===== config.mk =====
export PLATFORM = sky130hd
export DESIGN_NAME = l2_sink_d
export DESIGN_NICKNAME = d
export VERILOG_FILES = /design/src/rtl/l2_sink_d_pkg.sv /design/src/rtl/l2_sink_d.sv
export SDC_FILE = /design/constraint.sdc
export NUM_CORES = 1
export LEC_CHECK = 0
export BUFFER_PORTS_ARGS = -buffer_cell sky130_fd_sc_hd__buf_2
export CORE_UTILIZATION = 41
export DETAILED_ROUTE_END_ITERATION = 10
export GPL_TIMING_DRIVEN = 0
export PLACE_DENSITY_LB_ADDON = 0.3
export SLEW_MARGIN = 20
export SYNTH_ARGS = -nofsm -noshare
export SYNTH_HDL_FRONTEND = slang
export SYNTH_SLANG_ARGS = --single-unit
export TNS_END_PERCENT = 50

===== constraint.sdc =====
create_clock -name clk -period 3.2 [get_ports clk]
set_input_delay 0.16 -clock clk [delete_from_list [all_inputs] [get_ports clk]]
set_output_delay 0.16 -clock clk [all_outputs]
set_load 0.03 [all_outputs]

===== src/rtl/l2_sink_d_pkg.sv =====
// l2_sink_d_pkg: shared constants for the L2 refill-response sink.
//   OP_BITS / SOURCE_BITS / DATA_BITS : D-channel opcode, source and line widths
//   OP_ACCESS_ACK / OP_ACCESS_ACK_DATA : accepted D-channel opcodes
//   ST_IDLE / ST_COLLECT / ST_DELIVER  : sink FSM state encoding
package l2_sink_d_pkg;
    localparam int OP_BITS     = 3;
    localparam int SOURCE_BITS = 4;
    localparam int DATA_BITS   = 128;
    localparam logic [OP_BITS-1:0] OP_ACCESS_ACK      = 3'd0;
    localparam logic [OP_BITS-1:0] OP_ACCESS_ACK_DATA = 3'd1;
    localparam logic [1:0] ST_IDLE    = 2'd0;
    localparam logic [1:0] ST_COLLECT = 2'd1;
    localparam logic [1:0] ST_DELIVER = 2'd2;
endpackage


===== src/rtl/l2_sink_d.sv =====
// l2_sink_d: reassembles D-channel beats into a cache line and pulses the owning MSHR.
//   clk, rst_n          : clock, asynchronous active-low reset
//   mem_d_*_i / _ready_o: memory-side D beat handshake and payload
//   mshr_valid_i        : per-MSHR allocated flags, sampled while delivering
//   sinked_valid_o      : one-hot, one-cycle delivery pulse
//   sinked_opcode_o/source_o/data_o : latched response held until the next burst
//   err_o               : sticky protocol error (unknown opcode, burst mismatch, unallocated MSHR)
module l2_sink_d
    import l2_sink_d_pkg::*;
#(
    parameter int NUM_MSHR  = 4,
    parameter int LINE_BITS = DATA_BITS,
    parameter int BEAT_BITS = 32
) (
    input  logic                   clk,
    input  logic                   rst_n,
    input  logic                   mem_d_valid_i,
    output logic                   mem_d_ready_o,
    input  logic [OP_BITS-1:0]     mem_d_opcode_i,
    input  logic [SOURCE_BITS-1:0] mem_d_source_i,
    input  logic [BEAT_BITS-1:0]   mem_d_data_i,
    input  logic [NUM_MSHR-1:0]    mshr_valid_i,
    output logic [NUM_MSHR-1:0]    sinked_valid_o,
    output logic [OP_BITS-1:0]     sinked_opcode_o,
    output logic [SOURCE_BITS-1:0] sinked_source_o,
    output logic [LINE_BITS-1:0]   sinked_data_o,
    output logic                   err_o
);
    localparam int IDX_BITS = $clog2(NUM_MSHR);
    localparam int BEATS    = LINE_BITS / BEAT_BITS;
    localparam int CNT_BITS = $clog2(BEATS) + 1;

    logic [1:0]             state_q, state_d;
    logic [CNT_BITS-1:0]    cnt_q, cnt_d;
    logic [OP_BITS-1:0]     op_q, op_d;
    logic [SOURCE_BITS-1:0] src_q, src_d;
    logic [LINE_BITS-1:0]   data_q, data_d;
    logic                   err_q, err_d;
    logic [IDX_BITS-1:0]    idx;
    logic                   acc;

    assign idx           = src_q[IDX_BITS-1:0];
    assign mem_d_ready_o = (state_q != ST_DELIVER);
    assign acc           = mem_d_valid_i && mem_d_ready_o;

    assign sinked_valid_o  = (state_q == ST_DELIVER && mshr_valid_i[idx]) ? (NUM_MSHR'(1) << idx) : '0;
    assign sinked_opcode_o = op_q;
    assign sinked_source_o = src_q;
    assign sinked_data_o   = data_q;
    assign err_o           = err_q;

    always_comb begin
        state_d = state_q;
        cnt_d   = cnt_q;
        op_d    = op_q;
        src_d   = src_q;
        data_d  = data_q;
        err_d   = err_q;
        if (state_q == ST_IDLE && acc) begin
            if (mem_d_opcode_i == OP_ACCESS_ACK) begin
                op_d    = mem_d_opcode_i;
                src_d   = mem_d_source_i;
                data_d  = '0;
                state_d = ST_DELIVER;
            end else if (mem_d_opcode_i == OP_ACCESS_ACK_DATA) begin
                op_d    = mem_d_opcode_i;
                src_d   = mem_d_source_i;
                data_d  = LINE_BITS'(mem_d_data_i);
                cnt_d   = (BEATS == 1) ? '0 : CNT_BITS'(1);
                state_d = (BEATS == 1) ? ST_DELIVER : ST_COLLECT;
            end else begin
                err_d = 1'b1;
            end
        end else if (state_q == ST_COLLECT && acc) begin
            // Constant-offset selects per beat slot keep the write index narrow.
            for (int b = 0; b < BEATS; b++)
                if (cnt_q == CNT_BITS'(b)) data_d[b*BEAT_BITS +: BEAT_BITS] = mem_d_data_i;
            if (mem_d_source_i != src_q || mem_d_opcode_i != op_q) err_d = 1'b1;
            if (cnt_q == CNT_BITS'(BEATS - 1)) begin
                cnt_d   = '0;
                state_d = ST_DELIVER;
            end else begin
                cnt_d = cnt_q + CNT_BITS'(1);
            end
        end else if (state_q == ST_DELIVER) begin
            if (!mshr_valid_i[idx]) err_d = 1'b1;
            state_d = ST_IDLE;
        end
    end

    always_ff @(posedge clk or negedge rst_n) begin
        if (!rst_n) begin
            state_q <= ST_IDLE;
            cnt_q   <= '0;
            op_q    <= '0;
            src_q   <= '0;
            data_q  <= '0;
            err_q   <= 1'b0;
        end else begin
            state_q <= state_d;
            cnt_q   <= cnt_d;
            op_q    <= op_d;
            src_q   <= src_d;
            data_q  <= data_d;
            err_q   <= err_d;
        end
    end
endmodule

-- Word-level counts from Yosys, hierarchy flattened
Index checks and enable logic that the tools add are counted.
Widths: inputs -> output; s select.
- add/subtract/negate cells: 1
- order comparisons: 1
- equal/unequal tests: 16
- shifts and indexed selects: 1
- muxes and demuxes: 33
- reductions and logical operators: 23
- operator list (cell ; count):
    $mux 128 ; 4
    $mux 32 ; 4
    $mux 3 ; 7
    $reduce_and 3->1 ; 6
    $mux 2 ; 6
    $mux 4 ; 3
    $reduce_bool 2->1 ; 6
    $mux 1 ; 8
    $eq 3x1->1 const B ; 2
    $eq 3x2->1 const B ; 2
    $logic_not 3->1 ; 2
    $ne 2x2->1 const B ; 3
    $ne 3x2->1 const B ; 2
    $reduce_and 5->1 ; 1
    $logic_and 1x1->1 ; 4
    $ne 4x4->1 ; 1
    $shl 1x2->4 const A ; 1
    $add 3x1->3 const B ; 1
    $lt 2x3->1 const B ; 1
    $ne 3x1->1 const B ; 1
    $ne 3x3->1 ; 1
    $ne 3x3->1 const B ; 1
    $reduce_bool 3->1 ; 1
    $bmux 1 s2 ; 1
    6 further kinds ; 6
- flip-flop bits (word level): 141
- word-level logic and storage cells: 84

-- Depth between registers and ports, before layout
- depth after elaboration: 6
- gate-level depth with buffers: 7
- depth with buffers taken out: 5

-- Worst setup path after synthesis
OpenSTA, ideal clock, no wires.
- path type: register -> register
- from: register state_q[0]
- to: register data_q[100], in the netlist sinked_data_o[100]
- arrival time: 1.587 ns
- data required time: 3.075 ns
- path slack: 1.488 ns
- stages on the path, launching flop included: 7
- buffers on the path: 2
- period minus slack after synthesis: 1.712 ns
- path through: dfrtp_1 > buf_6 > nor3b_4 > nand2_2 > a21oi_4 > buf_4 > mux2_2
- longest elaborated chain between the ends: 5
- RTL lines (item ; RTL line ; text):
    from (decl) ; l2_sink_d.sv:33 ; logic [1:0] state_q, state_d;
    from (signal assigned) ; l2_sink_d.sv:100 ; state_q <= state_d;
    $ne 2x2->1 ; l2_sink_d.sv:43 ; assign mem_d_ready_o = (state_q != ST_DELIVER);
    $logic_and 1x1->1 ; l2_sink_d.sv:44 ; assign acc = mem_d_valid_i && mem_d_ready_o;
    $logic_and 1x1->1 (on tied branches) ; l2_sink_d.sv:59, l2_sink_d.sv:74 ;
    $ne 3x1->1 (no line) or $reduce_bool 2->1 (tied branches) ; - ;
    $reduce_and 3->1 (no line) ; - ;
    to (signal assigned) ; l2_sink_d.sv:104 ; data_q <= data_d;
    to (decl) ; l2_sink_d.sv:37 ; logic [LINE_BITS-1:0] data_q, data_d;
Parallel ways exist; a longest one is shown, timed or not.
A chain may end at the register's enable or synchronous reset.

-- Worst setup path after layout
- from: register state_q[0]
- to: register data_q[119], in the netlist sinked_data_o[119]
Same word-level chain as after synthesis.

==> results.txt <==
The post-route clock period utilization was 66.63%; the post-synthesis instance total was 393. The Yosys step of the flow raised 0 warnings. Final critical delay including setup and external delays: 2.132 ns. The number of nets with antenna violations after detailed routing is 0, and the all-layer global routing usage is 20.90%. The logs give 0 for the setup-violating endpoint count in the final report and 43 for the number of rows created at floorplan. End point of the critical path: sinked_data_o[119]$_DFFE_PN0P_. The number of cells on the worst hold path works out to 2. The worst-margin pin slew is 0.7012 ns. The synthesized design spends more area on one cell type than any other, namely sky130_fd_sc_hd__dfrtp_1. The worst-case IR drop observed on VDD is 0.4888 mV. TritonCTS built the clock tree. The source of the worst register-to-register timing path was state_q[0]$_DFFE_PN0P_.

The number of I/O port buffers was 186. The placeable core area was 14,040 sq um; the netlist area before placement was 5976 sq um. Summing the areas of all fa, ha and maj instances in the mapped netlist gives 0.8375% of the synthesized area. The portion of the post-synthesis area used by sequential elements was 59.05%. The logs give 0 for the number of antenna violations at the first check in global routing and 0 for the quantity of gates resized following cts. In this run the critical register-to-register path is captured at sinked_data_o[119]$_DFFE_PN0P_. Via count of the first global-routing pass: 4,316. In the final design database the tool counted 684 nets.

The worst setup path is of the reg -> reg kind. Among all cell types in the netlist, the one instantiated most often is sky130_fd_sc_hd__dfrtp_1. Once detailed placement completed, the half-perimeter wirelength came to 10,120 um. The logs give 4 for the maximum level of the CTS H-tree and 0 for the antenna cell count. The floorplan step defined a die boundary enclosing 15,060 sq um. The worst relative slew slack was 53.25%; the number of design-rule violations left by the first detailed-router iteration was 199. The flow ran to the end, and the final reports show no timing, DRC or antenna violations.

The number of violations of the max-capacitance limit came out at 0. Clock latency on the worst-skew pair, taken at its later pin, is 0.42 ns. Hold is met by 0.01348 ns.

The number of storage elements in the synthesis netlist is 141, and the width of the die is 122.7 um. For the leakage power summed over all cells, the log shows 4.258 nW. The run gives 141 as the number of clock sinks. In this run the worst setup path begins at state_q[0]$_DFFE_PN0P_. The CTS buffer count came out at 17.

Die extent in y: 122.7 um. The worst setup skew after layout is 0.006328 ns. Ranked by instance count, the synthesized netlist is headed by sky130_fd_sc_hd__dfrtp_1 (141), sky130_fd_sc_hd__mux2_4 (60), sky130_fd_sc_hd__mux2_2 (40), sky130_fd_sc_hd__a22o_1 (32), sky130_fd_sc_hd__nor2b_1 (32).

Based on the critical path, the design can be clocked at up to 0.4690 GHz. Power spread over the standard cell area amounts to 1163 nW/um^2. The tools report the total number of vias as 4,141. From synthesis to final layout, the design area changed by 36.83%. For the number of distinct standard cells referenced by the synthesized netlist, the log shows 33.

The run gives 0 ns as the total negative slack for setup checks. Summed over all layers, the routed wires come to 14,960 um. The area fraction in compound gates after synthesis is 6.575%, and the minimum setup slack among reg-to-reg paths is 1.07 ns.

The total I/O pin count was 187. Ranked by total cell area, the synthesized netlist is headed by sky130_fd_sc_hd__dfrtp_1 (59%), sky130_fd_sc_hd__mux2_4 (15%), sky130_fd_sc_hd__mux2_2 (7.5%), sky130_fd_sc_hd__a22o_1 (4.7%), sky130_fd_sc_hd__nor2b_1 (3.4%). At the worst endpoint, the arrival time is 2.43 ns. The critical path goes through buf_6, nor3b_4, nand2_2, a21oi_4, buf_4, mux2_2. The tools report the net count after synthesis as 443. The worst setup path is captured at a flip-flop. The synthesized netlist devotes 7.014% of its cell area to simple gates.

For this run, the detailed router's first-pass iteration total came to 4. The xor/xnor cell area share of the yosys netlist was 1.026%. The most used flip-flop cell after synthesis is sky130_fd_sc_hd__dfrtp_1.

Of the cells placed in the final design, the portion with a size suffix greater than 1 is 52.94%. Data on the critical path is required at its endpoint by 3.50 ns. Among all stages on the critical path, the largest delay is contributed by sky130_fd_sc_hd__nor3b_4. After synthesis, the largest area contributor takes up 59.05% of total cell area.

The tree is rooted in a sky130_fd_sc_hd__clkbuf_16. Number of enable flip-flop cells after synthesis: 0. Measured in cells, the most critical reg-to-reg path has a length of 6.

The maximum number of pins on one net before global-route repair is 86, and the proportion of synthesized area in mux cells is 22.61%. The final hold violation count is 0, and the first-pass GRT wire length is 23,220 um. The largest fanout on the critical path was 10. The tools report the buffer count from post-CTS setup fixing as 0. Setup repair after global routing left no endpoint under its margin. For this run, design rule violations remaining after detail routing come to 0. STA classifies the critical path startpoint as a flip-flop. The path type of the worst min-delay path is in -> reg. Count of buffering cells on the critical path with inverters included: 2. The cell family contributing the most delay on the critical path is simple AND/OR/NAND/NOR gates. After synthesis, the largest family of logic cells by area is multiplexers. Summed over all layers, the global routing overflow is 0.

The average wire per standard cell was 18.11 um. The mean instance size in the synthesized netlist is 15.21 sq um. The tools report the count of pins over their slew limit as 0. After synthesis, the share of flip-flops with an asynchronous set or reset is 100.0%. The run gives 0.8226 as the weighted congestion at the end of routability-driven global placement. Maximum number of buffers from clock root to sink: 2. Clock-pin slew was measured on the worst setup and hold paths at 0.06 ns. The critical path runs through a total of 6 cells. Once the floorplan was initialized, standard cells occupied 42.56% of the core.

The via-per-instance ratio is 5.013, and the highest cell delay on the worst timing path is 0.39 ns.
## per-stage QoR
stage	cell area, sq um	instances	util [%]	worst slack, ns	total power [mW]
5_1_grt	8177	826	58.23	0.9229	9.961
6_report	8177	826	58.23	1.068	9.513
3_5_place_dp	7169	760	51.06	1.033	7.335
4_1_cts	8177	826	58.23	1.024	9.593
2_1_floorplan	5976	393	-	1.488	6.053
3_3_place_gp	7132	759	50.79	0.08529	7.241
## state kept, by name, summed over array words and instances (netlist names)
| name | cells |
|---|---|
| sinked_data_o | 128 |
| state_q | 2 |
| cnt_q | 3 |
| sinked_opcode_o | 3 |
| err_o | 1 |
| sinked_source_o | 4 |
## where the power goes
part / internal (mW) / total, mW / switching, mW
Combinational: 1.66 / 4.30 / 2.64
Sequential: 2.57 / 3.03 / 0.463
Clock: 1.44 / 2.18 / 0.737
Total: 5.68 / 9.51 / 3.84
## per-layer routing
metal / routed length [um] / vias up / global-route usage, %
met5: 0 / - / 0
met4: 354 / 0 / 9.375
met3: 828 / 29 / 5.065
met2: 7241 / 157 / 33.46
met1: 6530 / 2093 / 26.78
li1: - / 1862 / -
## cells in the final DEF (no fill, tap or decap), types with 2 or more instances in the layout
| master | count |
|---|---|
| sky130_fd_sc_hd__nand3b_1 | 2 |
| sky130_fd_sc_hd__o21ai_0 | 4 |
| sky130_fd_sc_hd__a22o_1 | 32 |
| sky130_fd_sc_hd__clkbuf_1 | 5 |
| sky130_fd_sc_hd__and2b_1 | 2 |
| sky130_fd_sc_hd__buf_2 | 191 |
| sky130_fd_sc_hd__mux2_4 | 60 |
| sky130_fd_sc_hd__ha_1 | 4 |
| sky130_fd_sc_hd__a21oi_1 | 4 |
| sky130_fd_sc_hd__xor2_1 | 6 |
| sky130_fd_sc_hd__nand2_1 | 10 |
| sky130_fd_sc_hd__inv_1 | 5 |
| sky130_fd_sc_hd__nor2b_1 | 32 |
| sky130_fd_sc_hd__buf_4 | 3 |
| sky130_fd_sc_hd__nor3_1 | 2 |
| sky130_fd_sc_hd__nand2b_1 | 4 |
| sky130_fd_sc_hd__and2_1 | 3 |
| sky130_fd_sc_hd__dfrtp_1 | 141 |
| sky130_fd_sc_hd__clkinvlp_4 | 2 |
| sky130_fd_sc_hd__bufinv_16 | 5 |
| sky130_fd_sc_hd__clkbuf_8 | 3 |
| sky130_fd_sc_hd__clkbuf_16 | 17 |
| sky130_fd_sc_hd__buf_6 | 8 |
| sky130_fd_sc_hd__dlygate4sd3_1 | 35 |
| sky130_fd_sc_hd__a21oi_4 | 3 |
| sky130_fd_sc_hd__nand3_1 | 4 |
| sky130_fd_sc_hd__mux2_2 | 40 |
| sky130_fd_sc_hd__nor2_1 | 5 |
## timing repair
action | 4_1_cts | 5_1_grt
hold buffers | 35 | 0
hold endpoints to repair | 90 | 0
endpoints found under the setup margin | 0 | 0
## cells by family after synthesis
group,Yosys count
muxes,100
adders and majority gates,4
buffers and inverters,25
and+or+nand+nor,70
DFF,141
xor gates and xnor gates,7
AOI/OAI and AO/OA,46
## area by class of cell
class	instances	area [sq um]
multi-input cells	227	2275
well taps	180	225.2
fillers	1127	5866
plain buffers	20	153.9
repair buffers	222	1319
clock buffers	22	474.2
flip-flops and latches	141	3528
clock inverters	9	182.7
inverters	5	18.77
## how the worst min path moves through the flow
stage                           from                             to  slack, ns
floorplan                      rst_n           cnt_q[0]$_DFFE_PN0P_      -0.14
global placement     mem_d_data_i[0]   sinked_data_o[0]$_DFFE_PN0P_       0.39
detailed placement             rst_n  sinked_data_o[48]$_DFFE_PN0P_       0.11
CTS                 mem_d_data_i[31]  sinked_data_o[31]$_DFFE_PN0P_      0.003
global route         mem_d_data_i[1]   sinked_data_o[1]$_DFFE_PN0P_       0.01
finish               mem_d_data_i[1]   sinked_data_o[1]$_DFFE_PN0P_       0.01
## worst register-to-register path, stage by stage, from the launching register on
cell and delay, ns:
sky130_fd_sc_hd__dfrtp_1 0.37, sky130_fd_sc_hd__buf_6 0.14, sky130_fd_sc_hd__nor3b_4 0.39, sky130_fd_sc_hd__nand2_2 0.19
sky130_fd_sc_hd__a21oi_4 0.29, sky130_fd_sc_hd__buf_4 0.27, sky130_fd_sc_hd__mux2_2 0.36
No activity file was read; power rests on OpenSTA's default activity.
